$ cat src/rtl/bin_to_bcd_seq.sv
// Sequential double-dabble binary-to-BCD converter.
// One shift-add-3 iteration per clock. A start/busy/done handshake tells the display side
// when a new packed BCD result is stable. bcd_out only changes on completion or reset, so
// partial iterations are never visible.
module bin_to_bcd_seq #(
    parameter int unsigned BIN_WIDTH = 4,
    parameter int unsigned DIGITS    = 2
) (
    input  logic                  clk,
    input  logic                  rst,
    input  logic                  start,
    input  logic [BIN_WIDTH-1:0]  bin_in,
    output logic                  busy,
    output logic                  done,
    output logic [4*DIGITS-1:0]   bcd_out
);

    localparam int unsigned BcdW = 4 * DIGITS;
    localparam int unsigned CntW = $clog2(BIN_WIDTH + 1);
    localparam logic [CntW-1:0] CntLoad = CntW'(BIN_WIDTH);

    // 10^n, used to prove the digit count covers the full binary range.
    function automatic longint unsigned pow10(input int unsigned n);
        longint unsigned r;
        r = 64'd1;
        for (int unsigned i = 0; i < n; i++) begin
            r = r * 64'd10;
        end
        return r;
    endfunction

    localparam longint unsigned DecRange = pow10(DIGITS);
    localparam longint unsigned BinMax   = (64'd1 << BIN_WIDTH) - 64'd1;

    if (BIN_WIDTH == 0 || BIN_WIDTH > 16) begin : g_bad_width
        $error("bin_to_bcd_seq: BIN_WIDTH must be in 1..16");
    end

    if (DecRange <= BinMax) begin : g_bad_digits
        $error("bin_to_bcd_seq: DIGITS too small to hold 2^BIN_WIDTH-1");
    end

    typedef enum logic [1:0] {
        StIdle,
        StShift,
        StDone
    } state_e;

    state_e                state_q, state_d;
    logic [BIN_WIDTH-1:0]  bin_q, bin_d;
    logic [BcdW-1:0]       acc_q, acc_d;
    logic [CntW-1:0]       cnt_q, cnt_d;
    logic [BcdW-1:0]       bcd_q, bcd_d;
    logic                  busy_q, busy_d;
    logic                  done_q, done_d;

    logic [BcdW-1:0]       acc_adj;
    logic [BcdW-1:0]       acc_step;

    // One double-dabble iteration: add-3 correction per digit, then shift in the binary MSB.
    always_comb begin
        acc_adj = acc_q;
        for (int i = 0; i < int'(DIGITS); i++) begin
            // 4-bit add: a corrected digit never carries into its neighbour.
            if (acc_q[4*i +: 4] >= 4'd5) begin
                acc_adj[4*i +: 4] = acc_q[4*i +: 4] + 4'd3;
            end
        end
        acc_step    = acc_adj << 1;
        acc_step[0] = bin_q[BIN_WIDTH-1];
    end

    // FSM next-state and datapath next values.
    always_comb begin
        state_d = state_q;
        bin_d   = bin_q;
        acc_d   = acc_q;
        cnt_d   = cnt_q;
        bcd_d   = bcd_q;

        case (state_q)
            StIdle: begin
                if (start) begin
                    bin_d   = bin_in;
                    acc_d   = '0;
                    cnt_d   = CntLoad;
                    state_d = StShift;
                end
            end

            StShift: begin
                acc_d = acc_step;
                bin_d = bin_q << 1;
                cnt_d = cnt_q - CntW'(1);
                // Last iteration: publish the fully shifted accumulator in one step.
                if (cnt_q == CntW'(1)) begin
                    bcd_d   = acc_step;
                    state_d = StDone;
                end
            end

            StDone: begin
                // start is deliberately ignored here; the next accept happens from idle.
                state_d = StIdle;
            end

            default: begin
                state_d = StIdle;
            end
        endcase
    end

    // Handshake flags are registered copies of the next state so they align with it.
    always_comb begin
        busy_d = (state_d != StIdle);
        done_d = (state_d == StDone);
    end

    // State register with synchronous reset; reset discards any in-flight conversion.
    always_ff @(posedge clk) begin
        if (rst) begin
            state_q <= StIdle;
            bin_q   <= '0;
            acc_q   <= '0;
            cnt_q   <= '0;
            bcd_q   <= '0;
            busy_q  <= 1'b0;
            done_q  <= 1'b0;
        end else begin
            state_q <= state_d;
            bin_q   <= bin_d;
            acc_q   <= acc_d;
            cnt_q   <= cnt_d;
            bcd_q   <= bcd_d;
            busy_q  <= busy_d;
            done_q  <= done_d;
        end
    end

    assign busy    = busy_q;
    assign done    = done_q;
    assign bcd_out = bcd_q;

`ifndef SYNTHESIS
    // done is only ever raised inside a conversion.
    done_implies_busy: assert property (@(posedge clk) disable iff (rst) done |-> busy);

    // Every published digit is a legal decimal digit.
    for (genvar g = 0; g < int'(DIGITS); g++) begin : g_digit_chk
        digit_legal: assert property (@(posedge clk) disable iff (rst)
                                      bcd_out[4*g +: 4] <= 4'd9);
    end
`endif

endmodule

$ cat config.mk
export PLATFORM = sky130hd
export DESIGN_NAME = bin_to_bcd_seq
export DESIGN_NICKNAME = d
export VERILOG_FILES = /design/src/rtl/bin_to_bcd_seq.sv
export SDC_FILE = /design/constraint.sdc
export NUM_CORES = 1
export LEC_CHECK = 0
export ABC_AREA = 1
export CAP_MARGIN = 5
export CORE_MARGIN = 4
export CORE_UTILIZATION = 53
export CTS_CLUSTER_DIAMETER = 120
export DETAILED_ROUTE_END_ITERATION = 7
export PLACE_DENSITY = 0.76
export SLEW_MARGIN = 20
export SYNTH_ARGS = -nofsm -noshare
export SYNTH_HDL_FRONTEND = slang
export SYNTH_SLANG_ARGS = --single-unit
$ cat constraint.sdc
create_clock -name clk -period 1.5 [get_ports clk]
set_clock_uncertainty 0.05 [all_clocks]
set_input_delay 0.225 -clock clk [delete_from_list [all_inputs] [get_ports clk]]
set_output_delay 0.225 -clock clk [all_outputs]
set_load 0.005 [all_outputs]
==> results of run 1 <==
[flip-flops by register name, indices dropped and copies added, names as in the netlist]
signal,cells
cnt_q,3
busy,1
state_q,2
acc_q,8
bcd_out,8
bin_q,4
done,1
[stage by stage]
| step | power [uW] | instances | util |
|---|---|---|---|
| floorplan | 884 | 177 | - |
| global placement | 940 | 222 | 0.654 |
| detailed placement | 947 | 222 | 0.654 |
| CTS | 1250 | 226 | 0.666 |
| global route | 1320 | 226 | 0.677 |
| finish | 1250 | 226 | 0.677 |
[routing by layer]
metal	part of all wire	GRT usage
met1	0.45	0.199
met2	0.49	0.289
met3	0.038	0.0345
met4	0.018	0.0762
met5	0	0
[report_power, final]
group	total, uW	internal [uW]	switching (uW)
combinational	166	75.8	90.3
clock	321	104	217
sequential	767	748	19.3
[final cells by class]
cell class,instances,share of cell area
Multi-Input combinational cell,120,0.392
Clock buffer,4,0.0174
Inverter,25,0.0621
Sequential cell,27,0.365
Timing Repair Buffer,22,0.140
Tap cell,28,0.0232
[kinds of logic (layout without fill, tap and decap cells)]
family / count (synthesis) / count (layout) / share of synthesized area
simple gates: 90 / 90 / 0.302
flops: 27 / 27 / 0.429
fa+ha+maj: 6 / 6 / 0.0596
buf+inv: 30 / 51 / 0.106
compound gates: 24 / 24 / 0.103
[worst reg2reg max path, cell delays in order, from the launching register on]
cell and delay (ps):
dfxtp_1 380, inv_1 90, ha_1 200, inv_1 60, nand2_2 90, nand3_2 110
nand2_1 70, nand2_1 60, nand2_1 50, nand2_1 60, inv_1 30
[how the worst max path moves through the flow]
stage | startpoint | endpoint | slack (ps) | cells after the start
finish | bcd_out[4]$_SDFFE_PP0P_ | bcd_out[4] | 50 | 1
global route | bcd_out[4]$_SDFFE_PP0P_ | bcd_out[4] | 4 | 1
CTS | bcd_out[3]$_SDFFE_PP0P_ | bcd_out[3] | 30 | 1
detailed placement | start | bin_q[2]$_SDFFE_PP0P_ | 50 | 6
global placement | start | bin_q[2]$_SDFFE_PP0P_ | 100 | 5
floorplan | acc_q[0]$_SDFFE_PP0P_ | bcd_out[2]$_SDFFE_PP0P_ | 200 | 10
[what timing repair did]
| action | 4_1_cts | 5_1_grt |
|---|---|---|
| hold buffers | 0 | 0 |
| endpoints found under the setup margin | 0 | 18 |
| endpoints found under the hold margin | 0 | 0 |
| gates resized for setup | 0 | 14 |
[cells in the mapped netlist, types with 5 or more instances]
library cell  instances  area share
nand3_1              10       0.040
nand4_1               5       0.025
ha_1                  6       0.060
nor2_1               16       0.048
inv_1                25       0.074
a21oi_1              14       0.056
dfxtp_1              27        0.43
o21ai_0               5       0.020
nand2_1              56        0.17
==> key figures, run 1 <==
Timing
  • RSZ-0062 raised after global routing: false
  • Fmax: a little under 700 MHz
  • Worst-margin pin slew: 364 ps
  • Final setup viols: 0
  • Final TNS setup: 0 ps
  • Final min period: 1450 ps
  • Fin. Hold Viols: 0
  • Slew Limit Fails: 0
  • Fin worst setup slack: 54.3 ps
  • Max-slew headroom: 0.757
  • Tcrit/Tclk final: 0.964
  • Fin Hold WS: ~390 ps

Final layout
  • Fin area: ~0.0015 mm^2
  • Fin nets: 212
  • Share of post-route cells with drive strength above 1: 0.111
  • Area of the multi-input gates: 593 um^2
  • Most frequent cells in the layout: 55 x nand2_1, 25 x inv_1, 18 x dfxtp_1, 16 x nor2_1, 15 x clkdlybuf4s50_1
  • Area growth syn-to-layout: 20.0%
  • Fillcell total: 192
  • Diodes inserted: 0
  • Commonest non-fill, non-tap cell in the layout: nand2_1
  • Register area: 552 um^2

Clock tree
  • Clock transition at path regs: 150 ps
  • TritonCTS clock tree: done
  • CTS sink count: 27
  • H-Tree Depth: 1
  • Worst-Skew Late Latency: about 330 ps
  • Post-CTS Setup Inserts: 0
  • CTS Buf Count: 3
  • Clk root buf: clkbuf_4
  • CTS max path bufs: 2

Pwr
  • P per Cell Area: about 830 mW/mm^2
  • Leak: 0.000683 uW
  • Peak VDD IR: around 0.57 mV

Status
  • Status: finished, final reports clean

Critical path
  • Worst Path Arrival: approximately 1200 ps
  • WP data required: between 1000 and 1500 ps
  • CP delay by family, top: buffers and inverters
  • R2r endpoint: bcd_out[2]$_SDFFE_PP0P_
  • Slowest cell on the critical path: clkdlybuf4s50_1
  • Crit path kind: reg2out
  • R2R Setup Slk: 150 ps
  • Startpoint types: flip-flop
  • Crit end category: output pin
  • R2r worst-path depth: 10
  • RR Startpoint: acc_q[1]$_SDFFE_PP0P_
  • Peak per-stage delay on the critical path: 490 ps
  • Worst Path Max Fanout: 2
  • WP buf/inv: 1
  • Worst-path cell chain: clkdlybuf4s50_1

Floorplan
  • Core ar.: 0.00223 mm^2
  • Die width: 56.8 um
  • Die Y: approximately 57 um
  • # rows: 17
  • Initial Utilization: 0.564
  • IO Count: 17
  • Die area: approximately 0.0032 mm^2

Placed design
  • Placed cell area: about 0.0015 mm^2
  • Pre-CTS setup slack: 49.3 ps
  • IO Port Bufs: 16
  • Post-DP HPWL: about 1900 um
  • GPL Wtd Cong: 0.743

Global routing
  • Vias in the first global route: 1,035
  • Initial antenna violation count: 0
  • First-pass GRT wire length: between 4000 and 5000 um
  • Global route overflow: 0
  • GR Util All Layers: 0.168
  • Largest net degree at the start of global routing: 17

Synthesis
  • Main synth FF type: dfxtp_1
  • Synth Cell Area: 0.00126 mm^2
  • Post-synthesis sequential area ratio: 0.429
  • Unique masters post-synth: 22
  • EDFF count, synth: 0
  • Syn Nets: 190
  • Cells after synthesis: 177
  • Post-synthesis average cell area: 7.12 um^2
  • Fraction of registers with async set/reset: 0
  • Synth Warn #: 0
  • Synth Register Bits: 27

Routing
  • 1st-iter DRT viols: 26
  • ANT nets after route: 0
  • Final WL: approximately 2500 um
  • Vias per std cell: 5.18
  • Vias: 1,171
  • DRT Pass-1 Iters: 4
  • WL per Instance: 11.1 um
  • Drt drc: 0

Hold path
  • Hold path start: bin_in[0]
  • Hold WC Path Type: in2reg
  • WHS Endpoint: bin_q[0]$_SDFFE_PP0P_
  • Hold depth: 3

Run
  • Maxcap violations: 0
(Power assumes the default switching activity.)
==> run 2, diff against run 1 <==
--- a/config.mk
+++ b/config.mk
@@ -8,10 +8,11 @@
 export ABC_AREA = 1
 export CAP_MARGIN = 5
 export CORE_MARGIN = 4
-export CORE_UTILIZATION = 53
+export CORE_UTILIZATION = 60
 export CTS_CLUSTER_DIAMETER = 120
 export DETAILED_ROUTE_END_ITERATION = 7
-export PLACE_DENSITY = 0.76
+export DONT_BUFFER_PORTS = 1
+export PLACE_DENSITY = 0.75
 export SLEW_MARGIN = 20
 export SYNTH_ARGS = -nofsm -noshare
 export SYNTH_HDL_FRONTEND = slang
==> run 2 against run 1 <==
  * Routed wire length shrank 2.7%
  * Final cell count shrank 6.6%
  * Largest power group unchanged
  * Register-to-register slack lost 50 ps
  * Sequential share of layout area grew 3.6 points
  * Sequential power is essentially flat
  * Largest cell class unchanged
==> key figures, run 2 (same netlist as run 1, synthesis figures left out) <==
Pwr
  • Logic pwr share: 0.113
  • Switching pwr: 319 uW
  • Leak: a little over 0.0006 uW
  • Sequential power share: 0.630
  • Cell-internal power: approximately 900 uW
  • Sw Share: 0.262
  • P per Cell Area: 894 mW/mm^2
  • Clock power share: 0.257
  • Peak VDD IR: 0.554 mV

Final layout
  • Commonest non-fill, non-tap cell in the layout: nand2_1
  • Largest registers: acc_q: 8 flops, bcd_out: 8 flops, bin_q: 4 flops
  • Diodes inserted: 0
  • Fin nets: 198
  • Most frequent cells in the layout: 55 x nand2_1, 25 x inv_1, 25 x dfxtp_1, 16 x nor2_1, 14 x a21oi_1
  • Finished Layout Cells: 211
  • Share of post-route cells with drive strength above 1: 0.0815
  • Fin area: about 0.0014 mm^2
  • Area growth syn-to-layout: 8.04%

Clock tree
  • Clock transition at path regs: 150 ps
  • CTS sink count: 27
  • Clk root buf: clkbuf_4
  • Worst-Skew Late Latency: 330 ps
  • CTS max path bufs: 2
  • TritonCTS clock tree: done
  • H-Tree Depth: 1
  • CTS Buf Count: 3

Routing
  • Final WL: 2440 um
  • Vias: 1,113
  • 1st-iter DRT viols: 22
  • DRT Pass-1 Iters: 4
  • ANT nets after route: 0
  • WL per Instance: between 10 and 15 um
  • Vias per std cell: 5.27
  • Drt drc: 0

Critical path
  • Worst Path Max Fanout: 5
  • Critical path endpoint: acc_q[1]$_SDFFE_PP0P_
  • CP delay by family, top: simple AND/OR/NAND/NOR gates
  • Worst-path cell chain: inv_1, ha_1, inv_1, nand2_2, nand3_2, nand2_1, nand2_1, nand2_1, a21oi_1
  • WP data required: between 1500 and 2000 ps
  • Crit path launch: acc_q[0]$_SDFFE_PP0P_
  • R2R Setup Slk: slightly above 100 ps
  • CP Depth: 9
  • Slowest cell on the critical path: dfxtp_4
  • Crit path top cell by count: nand2_1
  • RR Startpoint: acc_q[0]$_SDFFE_PP0P_
  • R2r endpoint: acc_q[1]$_SDFFE_PP0P_
  • Startpoint types: flip-flop
  • WP buf/inv: 2
  • Worst Path Arrival: around 1500 ps
  • Peak per-stage delay on the critical path: 390 ps
  • R2r worst-path depth: 9
  • Crit end category: flip-flop
  • Crit path kind: reg2reg

Placed design
  • IO Port Bufs: 0
  • Placed cell count: roughly 200
  • GPL Wtd Cong: 0.819
  • Pre-CTS setup slack: between 50 and 60 ps
  • Placed cell area: 0.00129 mm^2
  • Post-DP HPWL: roughly 1700 um

Timing
  • Final min period: 1400 ps
  • Tcrit/Tclk final: 0.933
  • Slew Limit Fails: 0
  • Fmax: 715 MHz
  • Fin worst setup slack: 101 ps
  • Final setup viols: 0
  • Fin. Hold Viols: 0
  • Final TNS setup: 0 ps
  • RSZ-0062 raised after global routing: false
  • Max-slew headroom: 0.501
  • Worst-margin pin slew: 747 ps

Global routing
  • Initial antenna violation count: 0
  • GR Util All Layers: 0.200
  • Largest net degree at the start of global routing: 22
  • First-pass GRT wire length: 4330 um
  • Vias in the first global route: 1,089
  • Global route overflow: 0

Floorplan
  • Die area: between 0.002 and 0.003 mm^2
  • # rows: 16
  • Die width: 53.8 um
  • Die Y: 53.8 um
  • IO Count: 17
  • Initial Utilization: 0.636
  • Core ar.: 0.00198 mm^2

Status
  • Status: finished, final reports clean

Hold path
  • Hold depth: 3
  • Hold WC Path Type: in2reg

Run
  • Maxcap violations: 0
[run 2: what timing repair did]
action	4_1_cts	5_1_grt
hold buffers	3	0
buffers inserted	0	0
hold endpoints to repair	21	0
endpoints found under the setup margin	0	6
gates resized for setup	0	5
[run 2: area by class of cell]
cell class	instances	area, um^2
timing repair buffer	8	67.6
tap	27	33.8
inverter	25	93.8
multi-input combinational	120	593
clock buffer	3	22.5
fill	165	621
clock inverter	1	5.00
sequential	27	546
[run 2: metrics by stage]
| step | power (uW) | utilization | hold WS (ps) |
|---|---|---|---|
| after global placement | 901 | 0.652 | 247 |
| after detailed placement | 904 | 0.652 | 248 |
| after floorplan | 884 | - | 323 |
| after global routing | 1290 | 0.687 | 49.1 |
| after CTS | 1230 | 0.681 | 38.2 |
| final | 1220 | 0.687 | 37.4 |
[run 2: power groups by stage]
stage / logic, uW / registers (uW) / clock network [uW]
4_1_cts: 136 / 768 / 327
6_report: 137 / 766 / 313
2_1_floorplan: 105 / 779 / 0
5_1_grt: 162 / 772 / 353
3_5_place_dp: 121 / 783 / 0
3_3_place_gp: 119 / 782 / 0
[run 2: how the worst min path moves through the flow]
stage | start | endpoint | slack [ps]
after CTS | rst | bin_q[3]$_SDFFE_PP0P_ | 40
after floorplan | bin_in[0] | bin_q[0]$_SDFFE_PP0P_ | 320
after global placement | rst | acc_q[1]$_SDFFE_PP0P_ | 250
after detailed placement | rst | acc_q[1]$_SDFFE_PP0P_ | 250
after global routing | rst | bin_q[3]$_SDFFE_PP0P_ | 50
final | rst | bin_q[3]$_SDFFE_PP0P_ | 40
[run 2: worst register-to-register path: stages, from the launching register on]
cell	delay (ps)
dfxtp_4	390
inv_1	110
ha_1	190
inv_1	50
nand2_2	90
nand3_2	120
nand2_1	110
nand2_1	50
nand2_1	50
a21oi_1	50
[run 2: routing by layer]
metal | vias up | global-route usage | part of all wire
met5 | - | 0 | 0
met4 | 0 | 0.0638 | 0.015
met3 | 5 | 0.0388 | 0.048
met2 | 18 | 0.369 | 0.50
met1 | 516 | 0.227 | 0.44
li1 | 574 | - | -
